## src/rtl/crank_decoder_pkg.sv

```systemverilog
// rtl/crank_decoder_pkg.sv - shared crank decoder states, phase scaling and gap test
package crank_decoder_pkg;

    typedef enum logic [1:0] {
        STOPPED  = 2'd0,
        SEEK_GAP = 2'd1,
        SYNCED   = 2'd2
    } crank_state_e;

    // The ignition/injection timers use the same 1/256-tooth scaling.
    localparam int QUANTA_PER_TOOTH = 256;
    localparam int QUANTA_SHIFT     = 8;

    // More than 1.5x the previous period; 33-bit sum cannot overflow.
    function automatic logic is_gap(input logic        prev_valid,
                                    input logic [31:0] meas,
                                    input logic [31:0] prev_period);
        logic [32:0] limit;
        limit = {1'b0, prev_period} + {2'b00, prev_period[31:1]};
        return prev_valid && ({1'b0, meas} > limit);
    endfunction

endpackage

```

## src/rtl/crank_decoder_if.sv

```systemverilog
// rtl/crank_decoder_if.sv - tooth-event bundle from the crank decoder to the output timers
interface crank_decoder_if;

    logic        trigger;
    logic [15:0] eng_phase;
    logic [15:0] next_tooth_width;
    logic [31:0] tooth_period;
    logic        synced;
    logic [7:0]  sync_loss_cnt;

    modport master (
        output trigger,
        output eng_phase,
        output next_tooth_width,
        output tooth_period,
        output synced,
        output sync_loss_cnt
    );

    modport slave (
        input trigger,
        input eng_phase,
        input next_tooth_width,
        input tooth_period,
        input synced,
        input sync_loss_cnt
    );

endinterface

```

## src/rtl/crank_edge_in.sv

```systemverilog
// rtl/crank_edge_in.sv - crank pin synchroniser, edge select, noise blanking and period counter
module crank_edge_in #(
    parameter bit          EDGE_RISING = 1'b1,
    parameter int          MIN_PERIOD  = 64,
    parameter logic [31:0] STALL_CLKS  = 32'd50_000_000
) (
    input  logic        clk,
    input  logic        reset_n,
    input  logic        crank_in,
    output logic        edge_evt,
    output logic [31:0] meas,
    output logic        stall
);

    logic [2:0]  sync_q;
    logic [31:0] cnt;
    logic        armed;
    logic        raw_edge;
    logic        accept;

    // Until the first accepted edge there is no reference to blank against.
    always_comb begin
        raw_edge = EDGE_RISING ? (sync_q[1] & ~sync_q[2]) : (~sync_q[1] & sync_q[2]);
        accept   = raw_edge && (!armed || (cnt >= 32'(MIN_PERIOD)));
    end

    always_ff @(posedge clk) begin
        if (!reset_n) begin
            sync_q   <= '0;
            cnt      <= '0;
            armed    <= 1'b0;
            edge_evt <= 1'b0;
            meas     <= '0;
            stall    <= 1'b0;
        end else begin
            sync_q   <= {sync_q[1:0], crank_in};
            edge_evt <= accept;
            meas     <= cnt;
            stall    <= !accept && (cnt == STALL_CLKS);
            if (accept) begin
                armed <= 1'b1;
                cnt   <= 32'd1;
            end else if (cnt < STALL_CLKS) begin
                cnt <= cnt + 32'd1;
            end
        end
    end

endmodule

```

## src/rtl/crank_decoder.sv

```systemverilog
// rtl/crank_decoder.sv - missing-tooth crank wheel decoder: sync FSM, tooth index, tooth-event outputs
module crank_decoder
    import crank_decoder_pkg::*;
#(
    parameter int          TEETH_TOTAL   = 36,
    parameter int          TEETH_MISSING = 1,
    parameter bit          EDGE_RISING   = 1'b1,
    parameter int          MIN_PERIOD    = 64,
    parameter logic [31:0] STALL_CLKS    = 32'd50_000_000
) (
    input  logic            clk,
    input  logic            reset_n,
    input  logic            crank_in,
    crank_decoder_if.master evt
);

    localparam int IDX_W = $clog2(TEETH_TOTAL);
    localparam logic [IDX_W-1:0] LAST_IDX = IDX_W'(TEETH_TOTAL - TEETH_MISSING - 1);

    logic        edge_evt;
    logic [31:0] meas;
    logic        stall;

    crank_edge_in #(
        .EDGE_RISING (EDGE_RISING),
        .MIN_PERIOD  (MIN_PERIOD),
        .STALL_CLKS  (STALL_CLKS)
    ) u_edge_in (
        .clk      (clk),
        .reset_n  (reset_n),
        .crank_in (crank_in),
        .edge_evt (edge_evt),
        .meas     (meas),
        .stall    (stall)
    );

    crank_state_e     state_q, state_d;
    logic [IDX_W-1:0] idx_q, idx_d, idx_inc, emit_idx;
    logic [31:0]      prev_period_q, prev_period_d;
    logic             prev_valid_q, prev_valid_d;
    logic             trigger_q, trigger_d;
    logic [15:0]      phase_q, phase_d;
    logic [15:0]      width_q, width_d;
    logic [31:0]      period_q, period_d;
    logic [7:0]       loss_q, loss_d;
    logic             gap, expect_gap, emit;

    always_ff @(posedge clk) begin
        if (!reset_n) begin
            state_q       <= STOPPED;
            idx_q         <= '0;
            prev_period_q <= '0;
            prev_valid_q  <= 1'b0;
            trigger_q     <= 1'b0;
            phase_q       <= '0;
            width_q       <= '0;
            period_q      <= '0;
            loss_q        <= '0;
        end else begin
            state_q       <= state_d;
            idx_q         <= idx_d;
            prev_period_q <= prev_period_d;
            prev_valid_q  <= prev_valid_d;
            trigger_q     <= trigger_d;
            phase_q       <= phase_d;
            width_q       <= width_d;
            period_q      <= period_d;
            loss_q        <= loss_d;
        end
    end

    always_comb begin
        state_d       = state_q;
        idx_d         = idx_q;
        prev_period_d = prev_period_q;
        prev_valid_d  = prev_valid_q;
        trigger_d     = 1'b0;
        phase_d       = phase_q;
        width_d       = width_q;
        period_d      = period_q;
        loss_d        = loss_q;
        emit          = 1'b0;

        gap        = is_gap(prev_valid_q, meas, prev_period_q);
        expect_gap = (idx_q == LAST_IDX);
        idx_inc    = expect_gap ? '0 : idx_q + IDX_W'(1);
        emit_idx   = idx_inc;

        // An accepted edge always beats a timeout landing in the same cycle.
        if (edge_evt) begin
            case (state_q)
                STOPPED: begin
                    state_d      = SEEK_GAP;
                    prev_valid_d = 1'b0;
                end
                SEEK_GAP: begin
                    prev_period_d = meas;
                    prev_valid_d  = 1'b1;
                    if (gap) begin
                        state_d  = SYNCED;
                        idx_d    = '0;
                        emit     = 1'b1;
                        emit_idx = '0;
                    end
                end
                SYNCED: begin
                    prev_period_d = meas;
                    if (gap == expect_gap) begin
                        idx_d = idx_inc;
                        emit  = 1'b1;
                    end else begin
                        state_d = SEEK_GAP;
                        if (loss_q != 8'hFF) loss_d = loss_q + 8'd1;
                    end
                end
                default: state_d = STOPPED;
            endcase
        end else if (stall) begin
            state_d  = STOPPED;
            period_d = '0;
        end

        // The gap spans two tooth pitches, so its period is halved for the timers.
        if (emit) begin
            trigger_d = 1'b1;
            phase_d   = 16'(emit_idx) << QUANTA_SHIFT;
            width_d   = (emit_idx == LAST_IDX) ? 16'(2 * QUANTA_PER_TOOTH) : 16'(QUANTA_PER_TOOTH);
            period_d  = gap ? (meas >> 1) : meas;
        end
    end

    assign evt.trigger          = trigger_q;
    assign evt.eng_phase        = phase_q;
    assign evt.next_tooth_width = width_q;
    assign evt.tooth_period     = period_q;
    assign evt.synced           = (state_q == SYNCED);
    assign evt.sync_loss_cnt    = loss_q;

endmodule

```

## src/flat_wrapper.sv

```systemverilog
// flat-port wrapper written by rule: the top's interface ports become plain ports
module crank_decoder_flat import crank_decoder_pkg::*;
#(
    parameter int          TEETH_TOTAL   = 36,
    parameter int          TEETH_MISSING = 1,
    parameter bit          EDGE_RISING   = 1'b1,
    parameter int          MIN_PERIOD    = 64,
    parameter logic [31:0] STALL_CLKS    = 32'd50_000_000
)
  (clk, reset_n, crank_in, evt_trigger, evt_eng_phase, evt_next_tooth_width, evt_tooth_period, evt_synced, evt_sync_loss_cnt);
  crank_decoder_if evt_i ();
  input  logic clk;
  input  logic reset_n;
  input  logic crank_in;
  output wire logic [$bits(evt_i.trigger)-1:0] evt_trigger;
  output wire logic [$bits(evt_i.eng_phase)-1:0] evt_eng_phase;
  output wire logic [$bits(evt_i.next_tooth_width)-1:0] evt_next_tooth_width;
  output wire logic [$bits(evt_i.tooth_period)-1:0] evt_tooth_period;
  output wire logic [$bits(evt_i.synced)-1:0] evt_synced;
  output wire logic [$bits(evt_i.sync_loss_cnt)-1:0] evt_sync_loss_cnt;
  assign evt_trigger = evt_i.trigger;
  assign evt_eng_phase = evt_i.eng_phase;
  assign evt_next_tooth_width = evt_i.next_tooth_width;
  assign evt_tooth_period = evt_i.tooth_period;
  assign evt_synced = evt_i.synced;
  assign evt_sync_loss_cnt = evt_i.sync_loss_cnt;
  crank_decoder #(.TEETH_TOTAL(TEETH_TOTAL), .TEETH_MISSING(TEETH_MISSING), .EDGE_RISING(EDGE_RISING), .MIN_PERIOD(MIN_PERIOD), .STALL_CLKS(STALL_CLKS)) u_core (.clk(clk), .reset_n(reset_n), .crank_in(crank_in), .evt(evt_i));
endmodule
```

## config.mk

```make
export PLATFORM = sky130hd
export DESIGN_NAME = crank_decoder_flat
export DESIGN_NICKNAME = d
export VERILOG_FILES = /design/src/rtl/crank_decoder_pkg.sv /design/src/rtl/crank_decoder_if.sv /design/src/rtl/crank_edge_in.sv /design/src/rtl/crank_decoder.sv /design/src/flat_wrapper.sv
export SDC_FILE = /design/constraint.sdc
export NUM_CORES = 1
export LEC_CHECK = 0
export CAP_MARGIN = 20
export CORE_ASPECT_RATIO = 0.7
export CORE_MARGIN = 1.5
export CORE_UTILIZATION = 47
export CTS_CLUSTER_DIAMETER = 100
export DETAILED_ROUTE_END_ITERATION = 10
export HOLD_SLACK_MARGIN = 0.1
export PLACE_DENSITY = 0.67
export SYNTH_ARGS = -nofsm -noshare
export SYNTH_HDL_FRONTEND = slang
export SYNTH_SLANG_ARGS = --single-unit
```

## constraint.sdc

```tcl
create_clock -name clk -period 8.1 [get_ports clk]
set_input_delay 1.62 -clock clk [delete_from_list [all_inputs] [get_ports clk]]
set_output_delay 1.62 -clock clk [all_outputs]
set_load 0.01 [all_outputs]
```

==> run_results.csv, run 1 <==
group,metric,value,unit
status,outcome,"finished clean",
detailed_routing,routed_wl,21.2,mm
power_and_ir_drop,power,1.60,mW
die,start_util,48.3,%
final_layout,syn_to_final_growth,13.6,%
global_route,grt.overflow.total,0,
clocking,cts_resized,0,
timing,setup_violations,0,
die,pin_count,77,
final_layout,mostFrequentLayoutCell,"dfxtp_1",
detailed_routing,vias,7337,
timing,slew_headroom,31.3,%
final_layout,finalInstanceArea,9940,sq um
timing,fin_worst_skew,14.8,ps
clocking,cts_setup_buffers,0,
global_route,grt_pass1_vias,6420,
synth,synth-simple-area-share,21.1,%
timing,fin_crit_sh,79.2,%
final_layout,n_antenna_cell,0,
final_layout,layout.nets,1137,
power_and_ir_drop,irDropWorstVdd,0.130,mV
worst_setup_path,crit_family,"compound AO/OA/AOI/OAI gates",
synth,yosysWarnings,0,
clocking,insertion_delay,440,ps
detailed_routing,drt-initial-drc-count,587,
synth,synthArstFlopShare,0,%
clocking,clk_path_buf_depth,2,
detailed_routing,dr.pass1.iters,5,
synth,seq_area_frac_synth,36.6,%
worst_setup_path,required,8440,ps
synth,synth_top_family_by_area,"simple AND/OR/NAND/NOR gates",
power_and_ir_drop,power_density,161,nW/um^2
synth,synthAdderAreaFrac,10.7,%
global_route,grt_use_total,22.2,%
worst_setup_path,worstPathMaxFanout,35,
clocking,cts_sinks,160,
placement,placed_cell_area,9360,sq um
die,die_area,19500,sq um
synth,syn_inst,1027,
worst_setup_path,cp_slowest_stage_delay,550,ps
global_route,antenna_found_initial,0,
worst_setup_path,cp.buffers_inverters,1,
clocking,cts_htree_levels,4,
synth,ys_seq_elements,160,
power_and_ir_drop,p_seq_share,49.7,%
placement,place_congestion,0.900,
timing,final_hold_viol_count,0,
final_layout,fin_util,54.9,%
synth,synth_compound_area_share,17.1,%
clocking,cts-root-buf,"clkbuf_16",
timing,slew_violations,0,
placement,portBuffers,52,
detailed_routing,drt.antenna.violating_nets,0,
synth,ys.flop_type,"dfxtp_1",
placement,hpwl,15.1,mm
power_and_ir_drop,cell_internal_pwr,1.20,mW
synth,synth_area,8750,sq um
synth,muxShareOfSynthArea,4.00,%
power_and_ir_drop,combPwrFrac,2.6,%
die,die_height,117,microns
clocking,cts_hold_buf,0,
synth,synth_edf_count,0,
synth,synth.distinct_cells,60,
global_route,grt_pass1_wl,34.2,mm
final_layout,nFillCells,1639,
clocking,cts_inserted_buffers,17,
timing,final.setup.tns,0,ps
final_layout,final_cell_mix,"dfxtp_1 (160), nand2_1 (123), a21oi_1 (74)",
min_path,hold_class,"reg -> reg",
worst_setup_path,crit_type,"reg -> reg",
power_and_ir_drop,p_clk_share,47.8,%
power_and_ir_drop,switching_share,24.6,%
detailed_routing,drt-wirelength-per-cell,16.2,microns
synth,synth_area_per_cell,8.52,sq um
timing,fmax,156,MHz
clocking,clkTransAtPathRegs,70,ps
worst_setup_path,cp-start-kind,"flop",
die,die_x,166,microns
detailed_routing,drc_errors,0,
flow_run,drv_cap,0,
final_layout,drive_above_1_share,4.47,%
worst_setup_path,critical_path.slowest_cell,"or4b_1",
worst_setup_path,crit_chain,"ha_1 > a211o_1 > o211ai_1 > a21o_1 > o21ai_0 > o211ai_1 > o21ai_0 > a41o_1 > o41a_1 > xnor2_1 > ha_1 > nand3_1 > or3_1 > or4b_1 > and3_1 > a22o_1 > a211oi_4 > a311oi_4 > buf_4 > or4b_1 > and3_1",
timing,min_period,6420,ps
power_and_ir_drop,p_switching,393,uW
detailed_routing,vias_per_cell,5.61,
worst_setup_path,worstPathArrival,6760,ps
synth,synth_xor_area_share,5.00,%
timing,rsz0062_at_grt,"false",
die,core-area,18100,sq um
timing,tightest_slew,1030,ps
die,rows,41,
power_and_ir_drop,leakagePower,3.83,nW
global_route,grt_max_degree,92,
clocking,cts_tree,"yes",
worst_setup_path,cp-end-kind,"flop",
-- kinds of logic after synthesis --
family | count (synthesis)
xor gates and xnor gates | 50
other | 1
muxes | 35
DFF | 160
buffers and inverters | 99
adders and majority gates | 74
and+or+nand+nor | 381
AOI/OAI and AO/OA | 227
-- through the flow --
step,hold WS (ps),worst slack (ps),instances
4_1_cts,443,1740,1308
5_1_grt,459,1440,1309
3_3_place_gp,425,1960,1276
2_1_floorplan,412,2620,1050
3_5_place_dp,425,1760,1276
6_report,439,1680,1309
-- area by class of cell --
class                           instances  area, sq um  share of cell area [%]
Timing Repair Buffer                   61          608                    6.12
Multi-Input combinational cell        791         5170                    52.1
Clock inverter                         13          118                    1.18
Sequential cell                       160         3200                    32.2
Tap cell                              236          295                    2.97
Clock buffer                           19          433                    4.35
Inverter                               29          109                    1.10
-- per-layer routing --
metal  vias to the layer above  GRT usage, %  share of wire [%]
met5                         -             0                  0
li1                       3708             -                  -
met2                       151          29.6                 39
met3                        15          6.15                6.0
met1                      3463          34.8                 54
met4                         0          4.08               0.67
-- power by group through the flow --
| stage | combinational, mW | clock [mW] | sequential, mW |
|---|---|---|---|
| final | 0.0409 | 0.762 | 0.793 |
| after global routing | 0.0458 | 0.813 | 0.793 |
| after CTS | 0.0386 | 0.775 | 0.793 |
| after global placement | 0.0384 | 0 | 0.811 |
| after floorplan | 0.0376 | 0 | 0.809 |
| after detailed placement | 0.0385 | 0 | 0.811 |
-- sequential cells by signal (all words and copies together), names as in the netlist --
name                         cells
u_core.state_q                   2
u_core.evt.sync_loss_cnt         8
u_core.u_edge_in.meas           32
u_core.evt.next_tooth_width      2
u_core.u_edge_in.stall           1
u_core.prev_valid_q              1
u_core.idx_q                     6
u_core.u_edge_in.armed           1
u_core.u_edge_in.edge_evt        1
u_core.prev_period_q            32
u_core.evt.eng_phase             6
u_core.u_edge_in.cnt            32
u_core.evt.tooth_period         32
u_core.u_edge_in.sync_q          3
u_core.evt.trigger               1
-- worst paths after layout --
path | slack [ps] | end | startpoint | cells after the start
min | 440 | u_core.u_edge_in.sync_q[1] | u_core.u_edge_in.sync_q[0] | 1
max | 1680 | u_core.evt.next_tooth_width[8] | u_core.prev_period_q[1] | 21
min reg2reg | 440 | u_core.u_edge_in.sync_q[1] | u_core.u_edge_in.sync_q[0] | 1
max reg2reg | 1680 | u_core.evt.next_tooth_width[8] | u_core.prev_period_q[1] | 21
-- worst reg2reg max path, stage by stage (launching register included) --
cell and delay [ps]:
dfxtp_1 420, ha_1 270, a211o_1 300, o211ai_1 150
a21o_1 230, o21ai_0 180, o211ai_1 350, o21ai_0 300
a41o_1 340, o41a_1 330, xnor2_1 150, ha_1 280
nand3_1 100, or3_1 380, or4b_1 540, and3_1 210
a22o_1 310, a211oi_4 390, a311oi_4 80, buf_4 280
or4b_1 550, and3_1 180
-- synthesized netlist by cell type (2+ instances only) --
cell,count,share of area [%]
dfxtp_1,160,37
nand2_1,123,5.3
a21oi_1,75,4.3
ha_1,73,10
nor2_1,68,2.9
nand3_1,67,3.8
clkbuf_1,37,1.6
mux2i_1,35,4.0
o31ai_1,34,2.9
buf_4,30,2.6
and2_1,29,2.1
inv_1,29,1.2
o21ai_0,29,1.7
xnor2_1,26,2.6
xor2_1,24,2.4
a21o_1,17,1.5
nand4_1,15,1.1
and3_1,12,0.86
nor3_1,12,0.69
or3_1,12,0.86
nand2b_1,11,0.79
nor4_1,10,0.71
a211oi_1,8,0.69
o211ai_1,7,0.60
o21bai_1,7,0.60
or4_1,7,0.60
and4_1,6,0.60
o21a_1,6,0.51
a221oi_1,4,0.40
a31oi_1,4,0.29
o21ai_1,4,0.23
a211o_1,3,0.30
a31o_2,3,0.30
a32o_1,3,0.34
buf_1,3,0.13
a21boi_0,2,0.17
a22o_1,2,0.20
a22oi_1,2,0.17
a41oi_1,2,0.20
and2_0,2,0.14
nor2b_1,2,0.14
nor3b_1,2,0.17
o221ai_1,2,0.20
or4b_1,2,0.23
No activity file was read; power rests on OpenSTA's default activity.
==> inputs of run 2 (changes only) <==
==> constraint.sdc (replaced) <==
create_clock -name clk -period 6.3 [get_ports clk]
set_input_delay 1.26 -clock clk [delete_from_list [all_inputs] [get_ports clk]]
set_output_delay 1.26 -clock clk [all_outputs]
set_load 0.01 [all_outputs]
==> run 2 against run 1 <==
Sequential cell count unchanged. Critical path depth increased by 1. Setup slack got worse by 1500 ps. Count of clock-buffer cells in the layout decreased by 1. Via count increased by 1.4%. Utilization increased by 0.77 points. Non-clock buffer count increased by 8. Cell count increased by 0.61%.
==> run_results.csv, run 2 (synthesis results as in run 1) <==
group,metric,value,unit
clocking,clk_path_buf_depth,2,
worst_setup_path,worstPathArrival,6410,ps
global_route,grt_max_degree,64,
die,start_util,48.3,%
die,rows,41,
worst_setup_path,cp-end-kind,"flop",
clocking,cts_inserted_buffers,17,
detailed_routing,routed_wl,22.1,mm
global_route,grt.overflow.total,0,
timing,tightest_slew,1040,ps
final_layout,final_cells,1317,
final_layout,final_cell_mix,"dfxtp_1 (158), nand2_1 (123), a21oi_1 (74)",
clocking,cts_htree_levels,4,
clocking,insertion_delay,430,ps
global_route,antenna_found_initial,0,
detailed_routing,wl_met1,11.9,mm
detailed_routing,wl_met2,8.79,mm
power_and_ir_drop,power_density,216,nW/um^2
flow_run,drv_cap,0,
timing,final_hold_viol_count,0,
worst_setup_path,crit_chain,"ha_1 > a211o_1 > o211ai_1 > a21o_1 > o21ai_0 > o211ai_1 > o21ai_1 > buf_4 > a31oi_1 > o21bai_1 > xnor2_1 > ha_1 > nand3_1 > or3_1 > or4b_1 > and3_1 > a22o_1 > a211oi_4 > a311oi_4 > buf_4 > or4b_1 > and3_1",
final_layout,syn_to_final_growth,15.2,%
detailed_routing,drt.antenna.violating_nets,0,
power_and_ir_drop,switching_share,23.1,%
placement,portBuffers,52,
timing,fmax,165,MHz
detailed_routing,drt-initial-drc-count,548,
detailed_routing,vias_per_cell,5.65,
final_layout,drive_above_1_share,5.64,%
timing,slew_headroom,30.7,%
global_route,grt_pass1_wl,35.2,mm
die,core-area,18100,sq um
detailed_routing,drc_errors,0,
die,die_x,166,microns
worst_setup_path,required,6630,ps
placement,place_congestion,0.926,
detailed_routing,vias,7443,
power_and_ir_drop,p_switching,503,uW
clocking,cts_tree,"yes",
power_and_ir_drop,irDropWorstVdd,0.128,mV
die,die_area,19500,sq um
worst_setup_path,crit_type,"reg -> reg",
clocking,cts_hold_buf,0,
timing,min_period,6080,ps
final_layout,n_antenna_cell,0,
power_and_ir_drop,leakagePower,3.91,nW
power_and_ir_drop,p_seq_share,46.8,%
power_and_ir_drop,combPwrFrac,2.3,%
min_path,hold_class,"reg -> reg",
detailed_routing,maxUsedRoutingLayer,"met4",
detailed_routing,dr.pass1.iters,5,
worst_setup_path,critical_path.slowest_cell,"or4b_1",
power_and_ir_drop,p_clk_share,50.9,%
worst_setup_path,cp_slowest_stage_delay,560,ps
die,die_height,117,microns
final_layout,layout.nets,1145,
timing,fin_crit_sh,96.5,%
detailed_routing,met3WireLength,1.26,mm
timing,fin_worst_skew,7.90,ps
power_and_ir_drop,cell_internal_pwr,1.68,mW
detailed_routing,drt-wirelength-per-cell,16.8,microns
timing,setup_violations,0,
die,pin_count,77,
global_route,grt_pass1_vias,6611,
clocking,cts_sinks,160,
timing,slew_violations,0,
worst_setup_path,cp-start-kind,"flop",
final_layout,mostFrequentLayoutCell,"dfxtp_1",
worst_setup_path,worstPathMaxFanout,16,
global_route,grt_use_total,22.9,%
clocking,cts-root-buf,"clkbuf_16",
status,outcome,"finished clean",
timing,fin_ws,221,ps
clocking,clkTransAtPathRegs,70,ps
placement,post-place-cells,1279,
placement,hpwl,15.5,mm
placement,place_ws,10.1,ps
-- run 2: cell types whose count changed in the layout (fill, tap and decap cells not counted), sizes merged --
cell	before	now
buf	9	17
clkbuf	19	18
clkinv	2	1
inv	37	38
bufinv	0	3
clkinvlp	3	1
-- run 2: cell type report --
cell class,count,area (sq um)
Clock buffer,18,439
Clock inverter,14,190
Tap cell,236,295
Timing Repair Buffer,69,661
Sequential cell,160,3210
Multi-Input combinational cell,791,5180
Inverter,29,109
Fill cell,1702,8030
-- run 2: path summary, 6_finish.rpt --
| check | from | to | slack, ps | depth (start not counted) |
|---|---|---|---|---|
| max | u_core.prev_period_q[1] | u_core.evt.next_tooth_width[8] | 220 | 22 |
| min | u_core.u_edge_in.sync_q[0] | u_core.u_edge_in.sync_q[1] | 430 | 1 |
| max reg2reg | u_core.prev_period_q[1] | u_core.evt.next_tooth_width[8] | 220 | 22 |
| min reg2reg | u_core.u_edge_in.sync_q[0] | u_core.u_edge_in.sync_q[1] | 430 | 1 |
-- run 2: repair_timing --
| item | CTS | global route |
|---|---|---|
| buffers inserted | 1 | 5 |
| resized for setup | 0 | 5 |
| pin swaps | 1 | 5 |
| setup endpoints to repair | 30 | 43 |
-- run 2: routing by layer --
layer	up-vias	GRT usage [%]
met3	18	4.77
li1	3720	-
met4	0	5.71
met1	3519	35.2
met5	-	0
met2	186	32.1
-- run 2: through the flow --
stage	area, sq um	hold WS [ps]	util [%]	TNS (ps)	power (mW)
final	10100	434	55.7	0	2.18
after global routing	10100	467	55.7	-23.8	2.25
after CTS	10000	442	55.4	0	2.20
after detailed placement	9400	425	51.9	0	1.09
after global placement	9400	423	51.9	0	1.09
after floorplan	8840	412	-	0	1.09
-- run 2: critical path: cells and delay by family (launching register included) --
kind	cells	cell delay (ps)
adder cells (fa/ha/maj)	2	610
buffers and inverters	2	400
AO/OA/AOI/OAI	11	2440
AND/OR/NAND/NOR	6	2030
XOR/XNOR	1	140
flip-flops	1	350
-- run 2: power by group through the flow --
stage | clock, mW | combinational, mW | sequential [mW]
global placement | 0 | 0.0491 | 1.04
detailed placement | 0 | 0.0496 | 1.04
finish | 1.11 | 0.0497 | 1.02
floorplan | 0 | 0.0484 | 1.04
CTS | 1.13 | 0.0497 | 1.02
global route | 1.17 | 0.0562 | 1.02
==> inputs of run 3 (changes only) <==
--- a/config.mk
+++ b/config.mk
@@ -13,6 +13,7 @@
 export DETAILED_ROUTE_END_ITERATION = 10
 export HOLD_SLACK_MARGIN = 0.1
 export PLACE_DENSITY = 0.67
+export SETUP_SLACK_MARGIN = 0.1
 export SYNTH_ARGS = -nofsm -noshare
 export SYNTH_HDL_FRONTEND = slang
 export SYNTH_SLANG_ARGS = --single-unit
==> run 3 against run 2 <==
Sequential cell count did not move. Global-route usage did not move. Fmax rose by 1.6%. Utilization rose by 0.16 points. Critical endpoint unchanged. Largest power group unchanged. Highest routed layer unchanged.
==> run_results.csv, run 3 (synthesis results as in run 1) <==
group,metric,value,unit
final_layout,n_antenna_cell,0,
min_path,hold_class,"reg -> reg",
timing,fin_crit_sh,94.9,%
worst_setup_path,worstPathArrival,6310,ps
die,die_area,19500,sq um
global_route,grt_max_degree,64,
clocking,clk_path_buf_depth,2,
clocking,cts_inserted_buffers,17,
placement,hpwl,15.5,mm
detailed_routing,drt-initial-drc-count,512,
placement,place_congestion,0.926,
die,rows,41,
die,die_x,166,microns
clocking,insertion_delay,430,ps
worst_setup_path,cp-startpoint,"u_core.prev_period_q[1]",
final_layout,final_cells,1319,
clocking,cts_tree,"yes",
die,core-area,18100,sq um
final_layout,layout.nets,1147,
final_layout,syn_to_final_growth,15.5,%
global_route,grt_pass1_vias,6611,
worst_setup_path,required,6630,ps
timing,final.setup.tns,0,ps
timing,slew_violations,0,
timing,tightest_slew,1070,ps
power_and_ir_drop,leakagePower,3.91,nW
global_route,antenna_found_initial,0,
worst_setup_path,reg2reg_from,"u_core.prev_period_q[1]",
timing,rsz0062_at_grt,"false",
power_and_ir_drop,irDropWorstVdd,0.127,mV
min_path,hp-start,"u_core.u_edge_in.sync_q[0]",
worst_setup_path,cp-end-kind,"flop",
global_route,grt_use_total,22.9,%
detailed_routing,routed_wl,22.2,mm
clocking,cts_sinks,160,
status,outcome,"finished clean",
worst_setup_path,worstPathMaxFanout,16,
clocking,cts_htree_levels,4,
timing,final_hold_viol_count,0,
final_layout,mostFrequentLayoutCell,"dfxtp_1",
timing,fmax,167,MHz
placement,portBuffers,52,
power_and_ir_drop,power_density,215,nW/um^2
die,die_height,117,microns
detailed_routing,drc_errors,0,
placement,post-place-cells,1279,
worst_setup_path,cp-start-kind,"flop",
timing,setup_violations,0,
detailed_routing,vias,7463,
detailed_routing,dr.pass1.iters,5,
detailed_routing,vias_per_cell,5.66,
detailed_routing,drt.antenna.violating_nets,0,
flow_run,drv_cap,0,
timing,slew_headroom,28.6,%
timing,min_period,5980,ps
clocking,cts_hold_buf,0,
timing,fin_worst_skew,8.65,ps
die,pin_count,77,
final_layout,drive_above_1_share,6.09,%
clocking,cts-root-buf,"clkbuf_16",
die,start_util,48.3,%
worst_setup_path,crit_type,"reg -> reg",
global_route,grt.overflow.total,0,
detailed_routing,drt-wirelength-per-cell,16.8,microns
global_route,grt_pass1_wl,35.2,mm
final_layout,final_cell_mix,"dfxtp_1 (158), nand2_1 (123), a21oi_1 (74)",
clocking,clkTransAtPathRegs,70,ps
## run 3: changes by cell type in the layout (fill, tap and decap cells not counted), sizes merged
cell	change
buf	+2
## run 3: report_power, final
group          internal [mW]  switching (mW)  leakage [nW]
registers               1.02         0.00414          1.29
logic                 0.0106          0.0393          2.32
clock network          0.649           0.458         0.307
total                   1.68           0.502          3.91
## run 3: final timing paths
| path | endpoint | slack, ps | cells past startpoint |
|---|---|---|---|
| max | u_core.evt.next_tooth_width[8] | 320 | 22 |
| min reg2reg | u_core.u_edge_in.sync_q[1] | 430 | 1 |
| max reg2reg | u_core.evt.next_tooth_width[8] | 320 | 22 |
| min | u_core.u_edge_in.sync_q[1] | 430 | 1 |
## run 3: area by class of cell
class	instances	area, sq um
flip-flops and latches	160	3210
clock inverters	14	190
inverters	29	109
multi-input cells	791	5190
fillers	1701	8000
repair buffers	71	676
clock buffers	18	439
well taps	236	295
## run 3: metal layers
layer  up-vias  global-route usage, %  part of all wire [%]
met5         -                      0                     0
li1       3727                      -                     -
met2       172                   32.1                    40
met3        16                   4.77                   5.1
met4         0                   5.71                  0.83
met1      3548                   35.2                    54
## run 3: timing repair
action / in CTS / in global routing
pin swaps: 1 / 6
setup buffers: 1 / 7
resized for setup: 0 / 9
setup endpoints to repair: 32 / 50
## run 3: metrics by stage
| stage | hold WS, ps | instance area [sq um] | util (%) | power (mW) | setup WS, ps |
|---|---|---|---|---|---|
| after floorplan | 412 | 8840 | - | 1.09 | 817 |
| after global placement | 423 | 9400 | 51.9 | 1.09 | 232 |
| after detailed placement | 425 | 9400 | 51.9 | 1.09 | 10.1 |
| after CTS | 442 | 10000 | 55.4 | 2.20 | 180 |
| after global routing | 467 | 10100 | 55.8 | 2.25 | 48.1 |
| final | 435 | 10100 | 55.8 | 2.18 | 319 |
## run 3: critical path, cell delays in order (launching register included)
cell and delay, ps:
dfxtp_2 350, ha_1 320, a211o_1 310, o211ai_1 170, a21o_1 230, o21ai_1 120
o211ai_1 310, o21ai_1 160, buf_4 170, a31oi_1 260, o21bai_1 120, xnor2_1 140
ha_1 290, nand3_1 130, or3_1 380, or4b_1 540, and3_1 230, a22o_1 310
a211oi_4 310, a311oi_4 70, buf_4 230, or4b_1 560, and3_1 190
